[src/rtl/uart_pkg.sv]
// Shared UART definitions: data width, parity encoding and receiver states.
// The transmitter uses the same parity encoding.
package uart_pkg;

    localparam int DATA_W = 8;

    localparam logic PAR_EVEN = 1'b0;
    localparam logic PAR_ODD  = 1'b1;

    typedef enum logic [2:0] {
        IDLE,
        START,
        DATA,
        PARITY,
        STOP,
        WAIT_IDLE
    } rx_state_e;

    // Parity bit a correct frame carries for byte d under encoding typ.
    function automatic logic par_bit(input logic [DATA_W-1:0] d, input logic typ);
        return (^d) ^ typ;
    endfunction

endpackage

[src/rtl/rx_if.sv]
// Serial input, frame configuration and parallel result bus of the UART receiver.
interface rx_if;
    import uart_pkg::*;

    logic              i_rx;
    logic              i_par_en;
    logic              i_par_typ;
    logic [DATA_W-1:0] o_p_data;
    logic              o_data_valid;
    logic              o_par_err;
    logic              o_stop_err;
    logic              o_busy;

    modport master (
        output i_rx, i_par_en, i_par_typ,
        input  o_p_data, o_data_valid, o_par_err, o_stop_err, o_busy
    );

    modport slave (
        input  i_rx, i_par_en, i_par_typ,
        output o_p_data, o_data_valid, o_par_err, o_stop_err, o_busy
    );

endinterface

[src/rtl/rx_bit_sync.sv]
// Flop-chain synchroniser for an idle-high line; flops reset to 1 so reset
// never looks like a start bit. STAGES == 0 passes the input straight through.
module bit_sync #(
    parameter int STAGES = 2
) (
    input  logic i_clk,
    input  logic i_arst_n,
    input  logic i_d,
    output logic o_q
);

    generate
        if (STAGES == 0) begin : g_bypass
            assign o_q = i_d;
        end else begin : g_chain
            logic [STAGES-1:0] ff;

            always_ff @(posedge i_clk or negedge i_arst_n) begin
                if (!i_arst_n) begin
                    ff <= '1;
                end else begin
                    ff[0] <= i_d;
                    for (int i = 1; i < STAGES; i++) begin
                        ff[i] <= ff[i-1];
                    end
                end
            end

            assign o_q = ff[STAGES-1];
        end
    endgenerate

endmodule

[src/rtl/rx.sv]
// UART receiver: start detect, 8 data bits LSB first, optional parity, stop check.
// Delivers every frame with a one-clock valid strobe; error flags qualify it.
module rx
    import uart_pkg::*;
#(
    parameter int CLKS_PER_BIT = 1,
    parameter int SYNC_STAGES  = 2
) (
    input  logic i_clk,
    input  logic i_arst_n,
    rx_if.slave  bus
);

    localparam int              CNT_W = (CLKS_PER_BIT > 1) ? $clog2(CLKS_PER_BIT) : 1;
    localparam logic [CNT_W-1:0] MID   = CNT_W'((CLKS_PER_BIT - 1) / 2);
    localparam logic [CNT_W-1:0] LAST  = CNT_W'(CLKS_PER_BIT - 1);
    localparam logic [2:0]       IDX_LAST = 3'(DATA_W - 1);

    logic              s_rx;
    rx_state_e         state_q, state_d;
    logic [CNT_W-1:0]  cnt_q, cnt_d;
    logic [2:0]        idx_q, idx_d;
    logic              par_en_q, par_typ_q, par_err_q;
    logic [DATA_W-1:0] shift_q;
    logic              latch_cfg, shift_en, par_chk, stop_chk;
    logic              at_mid, at_last;

    bit_sync #(.STAGES(SYNC_STAGES)) u_sync (
        .i_clk    (i_clk),
        .i_arst_n (i_arst_n),
        .i_d      (bus.i_rx),
        .o_q      (s_rx)
    );

    assign at_mid  = (cnt_q == MID);
    assign at_last = (cnt_q == LAST);

    always_ff @(posedge i_clk or negedge i_arst_n) begin
        if (!i_arst_n) begin
            state_q <= IDLE;
            cnt_q   <= '0;
            idx_q   <= '0;
        end else begin
            state_q <= state_d;
            cnt_q   <= cnt_d;
            idx_q   <= idx_d;
        end
    end

    always_comb begin
        state_d   = state_q;
        cnt_d     = at_last ? '0 : cnt_q + 1'b1;
        idx_d     = idx_q;
        latch_cfg = 1'b0;
        shift_en  = 1'b0;
        par_chk   = 1'b0;
        stop_chk  = 1'b0;
        case (state_q)
            IDLE: begin
                cnt_d = '0;
                if (!s_rx) begin
                    latch_cfg = 1'b1;
                    // The detecting clock is cnt 0 of the start bit; with one
                    // clock per bit the start bit is already over.
                    if (CLKS_PER_BIT == 1) begin
                        state_d = DATA;
                    end else begin
                        state_d = START;
                        cnt_d   = CNT_W'(1);
                    end
                end
            end
            START: begin
                if (at_mid && s_rx) begin
                    state_d = IDLE;
                    cnt_d   = '0;
                end else if (at_last) begin
                    state_d = DATA;
                end
            end
            DATA: begin
                shift_en = at_mid;
                if (at_last) begin
                    idx_d = idx_q + 3'd1;
                    if (idx_q == IDX_LAST) begin
                        state_d = par_en_q ? PARITY : STOP;
                    end
                end
            end
            PARITY: begin
                par_chk = at_mid;
                if (at_last) begin
                    state_d = STOP;
                end
            end
            STOP: begin
                if (at_mid) begin
                    // Leave mid-stop so a back-to-back start bit is caught.
                    stop_chk = 1'b1;
                    cnt_d    = '0;
                    state_d  = s_rx ? IDLE : WAIT_IDLE;
                end
            end
            WAIT_IDLE: begin
                cnt_d = '0;
                if (s_rx) begin
                    state_d = IDLE;
                end
            end
            default: begin
                state_d = IDLE;
                cnt_d   = '0;
            end
        endcase
    end

    always_ff @(posedge i_clk) begin
        if (shift_en) begin
            shift_q[idx_q] <= s_rx;
        end
    end

    always_ff @(posedge i_clk or negedge i_arst_n) begin
        if (!i_arst_n) begin
            par_en_q         <= 1'b0;
            par_typ_q        <= 1'b0;
            par_err_q        <= 1'b0;
            bus.o_p_data     <= '0;
            bus.o_data_valid <= 1'b0;
            bus.o_par_err    <= 1'b0;
            bus.o_stop_err   <= 1'b0;
        end else begin
            bus.o_data_valid <= stop_chk;
            if (latch_cfg) begin
                par_en_q  <= bus.i_par_en;
                par_typ_q <= bus.i_par_typ;
                par_err_q <= 1'b0;
            end
            if (par_chk) begin
                par_err_q <= par_bit(shift_q, par_typ_q) ^ s_rx;
            end
            if (stop_chk) begin
                bus.o_p_data   <= shift_q;
                bus.o_par_err  <= par_err_q;
                bus.o_stop_err <= ~s_rx;
            end
        end
    end

    assign bus.o_busy = (state_q != IDLE);

endmodule
[src/flat_wrapper.sv]
// flat-port wrapper written by rule: the top's interface ports become plain ports
module rx_flat import uart_pkg::*;
#(
    parameter int CLKS_PER_BIT = 1,
    parameter int SYNC_STAGES  = 2
)
  (i_clk, i_arst_n, bus_i_rx, bus_i_par_en, bus_i_par_typ, bus_o_p_data, bus_o_data_valid, bus_o_par_err, bus_o_stop_err, bus_o_busy);
  rx_if bus_i ();
  input  logic i_clk;
  input  logic i_arst_n;
  input wire logic [$bits(bus_i.i_rx)-1:0] bus_i_rx;
  input wire logic [$bits(bus_i.i_par_en)-1:0] bus_i_par_en;
  input wire logic [$bits(bus_i.i_par_typ)-1:0] bus_i_par_typ;
  output wire logic [$bits(bus_i.o_p_data)-1:0] bus_o_p_data;
  output wire logic [$bits(bus_i.o_data_valid)-1:0] bus_o_data_valid;
  output wire logic [$bits(bus_i.o_par_err)-1:0] bus_o_par_err;
  output wire logic [$bits(bus_i.o_stop_err)-1:0] bus_o_stop_err;
  output wire logic [$bits(bus_i.o_busy)-1:0] bus_o_busy;
  assign bus_i.i_rx = bus_i_rx;
  assign bus_i.i_par_en = bus_i_par_en;
  assign bus_i.i_par_typ = bus_i_par_typ;
  assign bus_o_p_data = bus_i.o_p_data;
  assign bus_o_data_valid = bus_i.o_data_valid;
  assign bus_o_par_err = bus_i.o_par_err;
  assign bus_o_stop_err = bus_i.o_stop_err;
  assign bus_o_busy = bus_i.o_busy;
  rx #(.CLKS_PER_BIT(CLKS_PER_BIT), .SYNC_STAGES(SYNC_STAGES)) u_core (.i_clk(i_clk), .i_arst_n(i_arst_n), .bus(bus_i));
endmodule
[config.mk]
export PLATFORM = sky130hd
export DESIGN_NAME = rx_flat
export DESIGN_NICKNAME = d
export VERILOG_FILES = /design/src/rtl/uart_pkg.sv /design/src/rtl/rx_if.sv /design/src/rtl/rx_bit_sync.sv /design/src/rtl/rx.sv /design/src/flat_wrapper.sv
export SDC_FILE = /design/constraint.sdc
export NUM_CORES = 1
export LEC_CHECK = 0
export BUFFER_PORTS_ARGS = -buffer_cell sky130_fd_sc_hd__buf_4
export CELL_PAD_IN_SITES_DETAIL_PLACEMENT = 0
export CELL_PAD_IN_SITES_GLOBAL_PLACEMENT = 1
export CORE_MARGIN = 1.5
export CORE_UTILIZATION = 45
export DETAILED_ROUTE_END_ITERATION = 8
export GPL_ROUTABILITY_DRIVEN = 1
export PLACE_DENSITY = 0.82
export SYNTH_ARGS = -nofsm -noshare
export SYNTH_HDL_FRONTEND = slang
export SYNTH_HIERARCHICAL = 1
export SYNTH_SLANG_ARGS = --single-unit
export TNS_END_PERCENT = 20
[constraint.sdc]
create_clock -name i_clk -period 1.78 [get_ports i_clk]
set_clock_uncertainty 0.05 [all_clocks]
set_input_delay 0.178 -clock i_clk [delete_from_list [all_inputs] [get_ports i_clk]]
set_output_delay 0.178 -clock i_clk [all_outputs]
set_load 0.03 [all_outputs]
# Yosys cells after proc, flatten, opt, wreduce, memory -nomap -nowiden
# Index checks and enable logic that the tools add are counted.
dict set report totals {
  output_inout_bits 12
  in_bits 5
  reg_bits 31
  elab_cells 68
}
dict set report op_classes {
  order_cmp 2
  n_bitwise 4
  eq_ne 13
  add_sub_neg 2
  n_mux 26
  reduce_logical 9
}
# operator n
set ops {}
lappend ops {{$mux W3} 10}
lappend ops {{$pmux W3 S6} 1}
lappend ops {{$mux W1} 12}
lappend ops {{$ne A2 B2 Y1 const B} 5}
lappend ops {{$eq A3 B3 Y1 const B} 3}
lappend ops {{$bwmux W8} 1}
lappend ops {{$reduce_xor A8 Y1} 1}
lappend ops {{$reduce_and A7 Y1} 1}
lappend ops {{$eq A3 B2 Y1 const B} 2}
lappend ops {{$lt A3 B4 Y1 const B} 1}
lappend ops {{$add A3 B1 Y3 const B} 1}
lappend ops {{$demux W1 S3} 1}
lappend ops {{$eq A3 B1 Y1 const B} 1}
lappend ops {{$ge A3 B1 Y1 const B} 1}
lappend ops {{$logic_not A3 Y1} 1}
lappend ops {{$ne A3 B3 Y1 const B} 1}
lappend ops {{$pmux W1 S3} 1}
lappend ops {{$reduce_bool A3 Y1} 1}
lappend ops {{$logic_and A1 B1 Y1} 2}
lappend ops {{$ne A2 B1 Y1 const B} 1}
lappend ops {{$not A1 Y1} 2}
lappend ops {{$reduce_and A2 Y1} 1}
lappend ops {{$reduce_bool A2 Y1} 1}
lappend ops {{$reduce_or A2 Y1} 1}
lappend ops {{other kinds (2)} 3}

# Longest topological paths before layout
dict set report logic_depth {
  ltp_word 5
  mapped_depth 5
  depth_no_buf 5
}

# By module
# Netlist, hierarchy kept.
# mod seq_area_each_um2 area_each_um2 n_inst cells_per_inst
set by_module_without_submodules {}
lappend by_module_without_submodules {rx 740.7 1212.4 1 91}
lappend by_module_without_submodules {bit_sync 52.6 52.6 1 2}

# Worst setup path before layout
# OpenSTA, ideal clock, no wires.
dict set report synth_timing {
  kind {register -> register}
  startpoint {reg u_core.state_q[0]}
  endpoint {reg u_core.shift_q[0] (enable)}
  n_path_buf 1
  arrival_time_ps 1110
  period_less_slack_ps 1472
  stages_incl_launch_ff 5
  slack_ps 308
  setup_time_ps 312
  cell_sequence {dfrtp_1 -> buf_2 -> nor3b_2 -> nand2b_1 -> nor3_1}
}
dict set report synth_via {
  elab_chain_cells 2
}
# item line_no
set synth_lines {}
lappend synth_lines {{start: declaration} rx.sv:20} ;# rx_state_e state_q, state_d;
lappend synth_lines {{start signal: assignment} rx.sv:44} ;# state_q <= state_d;
lappend synth_lines {{$eq A3 B2 Y1} rx.sv:58} ;# case (state_q)
lappend synth_lines {{$mux W1} rx.sv:58}
lappend synth_lines {{end signal: indexed assignment} rx.sv:119} ;# shift_q[idx_q] <= s_rx;
lappend synth_lines {{end: declaration} rx.sv:24} ;# logic [DATA_W-1:0] shift_q;
# Every way passes these cells.
# A chain may end at the register's enable or synchronous reset.

# Worst setup path in the final report
dict set report layout_timing {
  startpoint {reg u_core.state_q[1]}
  endpoint {out bus_o_busy}
}
dict set report layout_via {
  elab_chain_cells 1
}
# item line_no
set layout_lines {}
lappend layout_lines {{$reduce_bool A3 Y1} rx.sv:150} ;# assign bus.o_busy = (state_q != IDLE);
lappend layout_lines {{end: declaration} flat_wrapper.sv:18} ;# output wire logic [$bits(bus_i.o_busy)-1:0] bus_o_busy;
# Every way passes these cells.

==> summary.md <==
| Metric | Value |
|---|---|
| Status | `finished, final reports clean` |
| Post-layout net count | `124` |
| Vias | `726` |
| Synth Register Bits | `30` |
| Lkg Pwr | `0.645 nW` |
| Reg2Reg Launch Point | `u_core/state_q[1]$_DFFE_PN0P_` |
| Worst-margin pin slew | `0.477 ns` |
| Vias per cell | `4.87` |
| DRT antenna net count | `0` |
| Async SR Flop Fraction | `0.733` |
| ANT cells | `0` |
| Total GRT Usage | `0.148` |
| Die W | `56.0 um` |
| Critical path required time | `1.55 ns` |
| Syn nets | `100` |
| CTS sink cnt | `30` |
| Die height | `56.0 um` |
| Worst Min Path Start | `bus_i_par_en` |
| Crit path kind | `reg -> out` |
| GP Congestion | `0.720` |
| CP endpoint kind | `primary output` |
| Slowest cell on crit path | `dfrtp_1` |
| CP peak stage delay | `0.47 ns` |
| First-pass GRT wire length | `3.39 mm` |
| Synthesis Warnings | `6` |
| Pwr Density | `1860 nW/um^2` |
| Clock buffer count from CTS | `5` |
| TritonCTS clock tree | `yes` |
| Largest net degree at the start of global routing | `23` |
| Clock transition time at the flip-flop clock pins of the worst setup and hold paths | `0.08 ns` |
| Cell variety after synth | `24` |
| Initial Util | `0.467` |
| Top cell type's share of synthesized area | `0.396` |
| IO Pins | `17` |
| CTS root buffer | `clkbuf_4` |
| Port bufs | `16` |
| Max IR drop VDD | `1.12 mV` |
| CTS-repair resized insts | `0` |
| DR WL/cell | `12.7 um` |
| DP Worst Slack | `0.304 ns` |
| Top_reg_cell synth | `dfrtp_1` |
| Delay-heaviest family, CP | `flip-flops` |
| Hold WC Path Type | `in -> reg` |
| Sequential area share after synthesis | `0.627` |
| Most common cell in the synthesized netlist | `dfrtp_1` |
| GR Overflow Total | `0` |
| Top post-synthesis cells by area | `dfrtp_1, edfxtp_1, mux2_2` |
| Fillcell total | `242` |
| Final setup vio count | `0` |
| Area growth syn-to-layout | `18.1%` |
| Std cell rows | `19` |
| Final Max Slew Viols | `0` |
| Die area | `3140 sq um` |
| Mapped Area | `1260 sq um` |
| Clk Latency, worst-skew pair | `0.33 ns` |
| Fin crit period | `1.59 ns` |
| Post-DP HPWL | `1.36 mm` |
| Vias in the first global route | `716` |
| RSZ-0062 raised after global routing | `false` |
| CTS Buffer Depth | `2` |
| Bufs and invs on worst path | `1` |
| Syn Inst Count | `93` |
| Final wirelength | `1.90 mm` |
| Initial DRT Pass Iterations | `2` |
| Final-report hold violation count | `0` |
| CORE AREA | `2710 sq um` |
| DR iter-0 viols | `7` |
| CP startpoint | `u_core/state_q[1]$_DFFE_PN0P_` |
| Worst path arrival time | `1.36 ns` |
| Synth top cells by count | `dfrtp_1, mux2_2, edfxtp_1, nor2_1, xnor2_1` |
| EDFF count, synth | `8` |
| Worst-path cell chain | `or3_1 -> buf_4` |
| CTS H-Tree Depth | `2` |
| Area leader, netlist | `dfrtp_1` |
| Setup crit start kind | `flip-flop` |
| DRC | `0` |
| Syn Area/Cell | `13.6 sq um` |
| Worst slew margin | `0.679` |
| Final WS setup | `0.194 ns` |
| Max Fclk | `0.631 GHz` |
| Max-cap viol count | `0` |
| Layout cells sized above 1 | `0.339` |
| Tcrit/Tclk final | `0.891` |
| Final TNS setup | `0 ns` |
| Initial antenna violation count | `0` |
| Worst Path Max Fanout | `10` |
==> metrics by stage <==
step	area [sq um]	utilization	power [W]	cells	hold WS [ns]
global route	1490	0.551	0.00300	149	0.00458
finish	1490	0.551	0.00278	149	0.0177
detailed placement	1420	0.522	0.00240	139	0.0317
floorplan	1260	-	0.00204	93	-0.168
global placement	1420	0.522	0.00236	139	0.0299
CTS	1490	0.551	0.00281	149	0.00664
==> where the power goes <==
group | leakage [nW] | internal, W | switching (W) | total, W
Clock | 0.0326 | 0.000195 | 0.000211 | 0.000405
Sequential | 0.344 | 0.000961 | 0.000212 | 0.00117
Combinational | 0.269 | 0.000589 | 0.000609 | 0.00120
Total | 0.645 | 0.00174 | 0.00103 | 0.00278
==> final cells by class <==
type	count	area [sq um]	area share
Clock buffer	8	58.8	0.0394
Inverter	2	7.51	0.00503
Multi-Input combinational cell	58	440	0.295
Sequential cell	30	793	0.531
Tap cell	31	38.8	0.0260
Timing Repair Buffer	20	155	0.104
==> state kept, by name, summed over array words and instances (netlist names) <==
| name | cells |
|---|---|
| u_core/par_typ_q | 1 |
| u_core/bus.o_p_data | 8 |
| u_core/bus.o_data_valid | 1 |
| u_core/par_en_q | 1 |
| u_core/bus.o_stop_err | 1 |
| u_core/bus.o_par_err | 1 |
| u_core/idx_q | 3 |
| u_core/state_q | 3 |
| u_core/shift_q | 8 |
| u_core/par_err_q | 1 |
| u_core/u_sync/g_chain.ff | 2 |
==> worst reg2reg max path, delay by kind of cell, from the launching register on <==
family        cells  cell delay (ns)
flops             1             0.47
mux               1             0.39
simple gates      1             0.49
==> what timing repair did <==
item / in CTS / in global routing
hold buffers: 2 / 0
hold endpoints to repair: 23 / 0
endpoints found under the setup margin: 0 / 0
buffers inserted: 0 / 0
==> kinds of logic after synthesis <==
kind of cell	count (synthesis)	share of synthesized area
muxes	13	0.115
buffers and inverters	5	0.0247
and+or+nand+nor	26	0.109
AOI/OAI and AO/OA	8	0.0316
xor gates and xnor gates	9	0.0732
adders and majority gates	2	0.0198
DFF	30	0.627
==> layer usage <==
metal / global-route usage / vias to the layer above / share of wire
li1: - / 366 / -
met1: 0.180 / 341 / 0.46
met2: 0.217 / 14 / 0.47
met3: 0.0698 / 5 / 0.049
met4: 0.0816 / 0 / 0.026
met5: 0 / - / 0
==> placed cells by master, fill, tap and decap left out <==
cell type	netlist	layout
clkbuf_4	0	5
dfrtp_1	20	20
nand2b_1	4	4
inv_1	2	2
or3_1	1	1
nor4_1	1	1
mux2_2	12	12
xnor3_1	1	1
clkbuf_8	0	1
a21oi_1	3	3
nor2b_1	1	1
edfxtp_1	8	8
nand3_1	1	1
nand2_1	5	5
dlygate4sd3_1	0	2
dfstp_2	2	2
xor2_1	2	2
o21ai_0	5	5
xnor2_1	6	6
buf_4	1	18
nor2_1	8	8
clkbuf_1	0	2
mux2i_1	1	1
nor3_1	3	3
nor3b_2	2	2
ha_1	2	2
==> worst paths after layout <==
kind | to | slack (ns) | cells after the start
setup / recovery | bus_o_busy | 0.19 | 2
hold / removal | u_core/par_en_q$_DFFE_PN0P_ | 0.02 | 3
setup reg to reg | u_core/par_typ_q$_DFFE_PN0P_ | 0.27 | 2
hold reg to reg | u_core/u_sync/g_chain.ff[1]$_DFF_PN1_ | 0.31 | 0
max in group asynchronous | u_core/u_sync/g_chain.ff[1]$_DFF_PN1_ | 1.18 | 2
min in group asynchronous | u_core/bus.o_stop_err$_DFFE_PN0N_ | 0.22 | 2
Note: power is estimated with default switching activity, not from simulation.
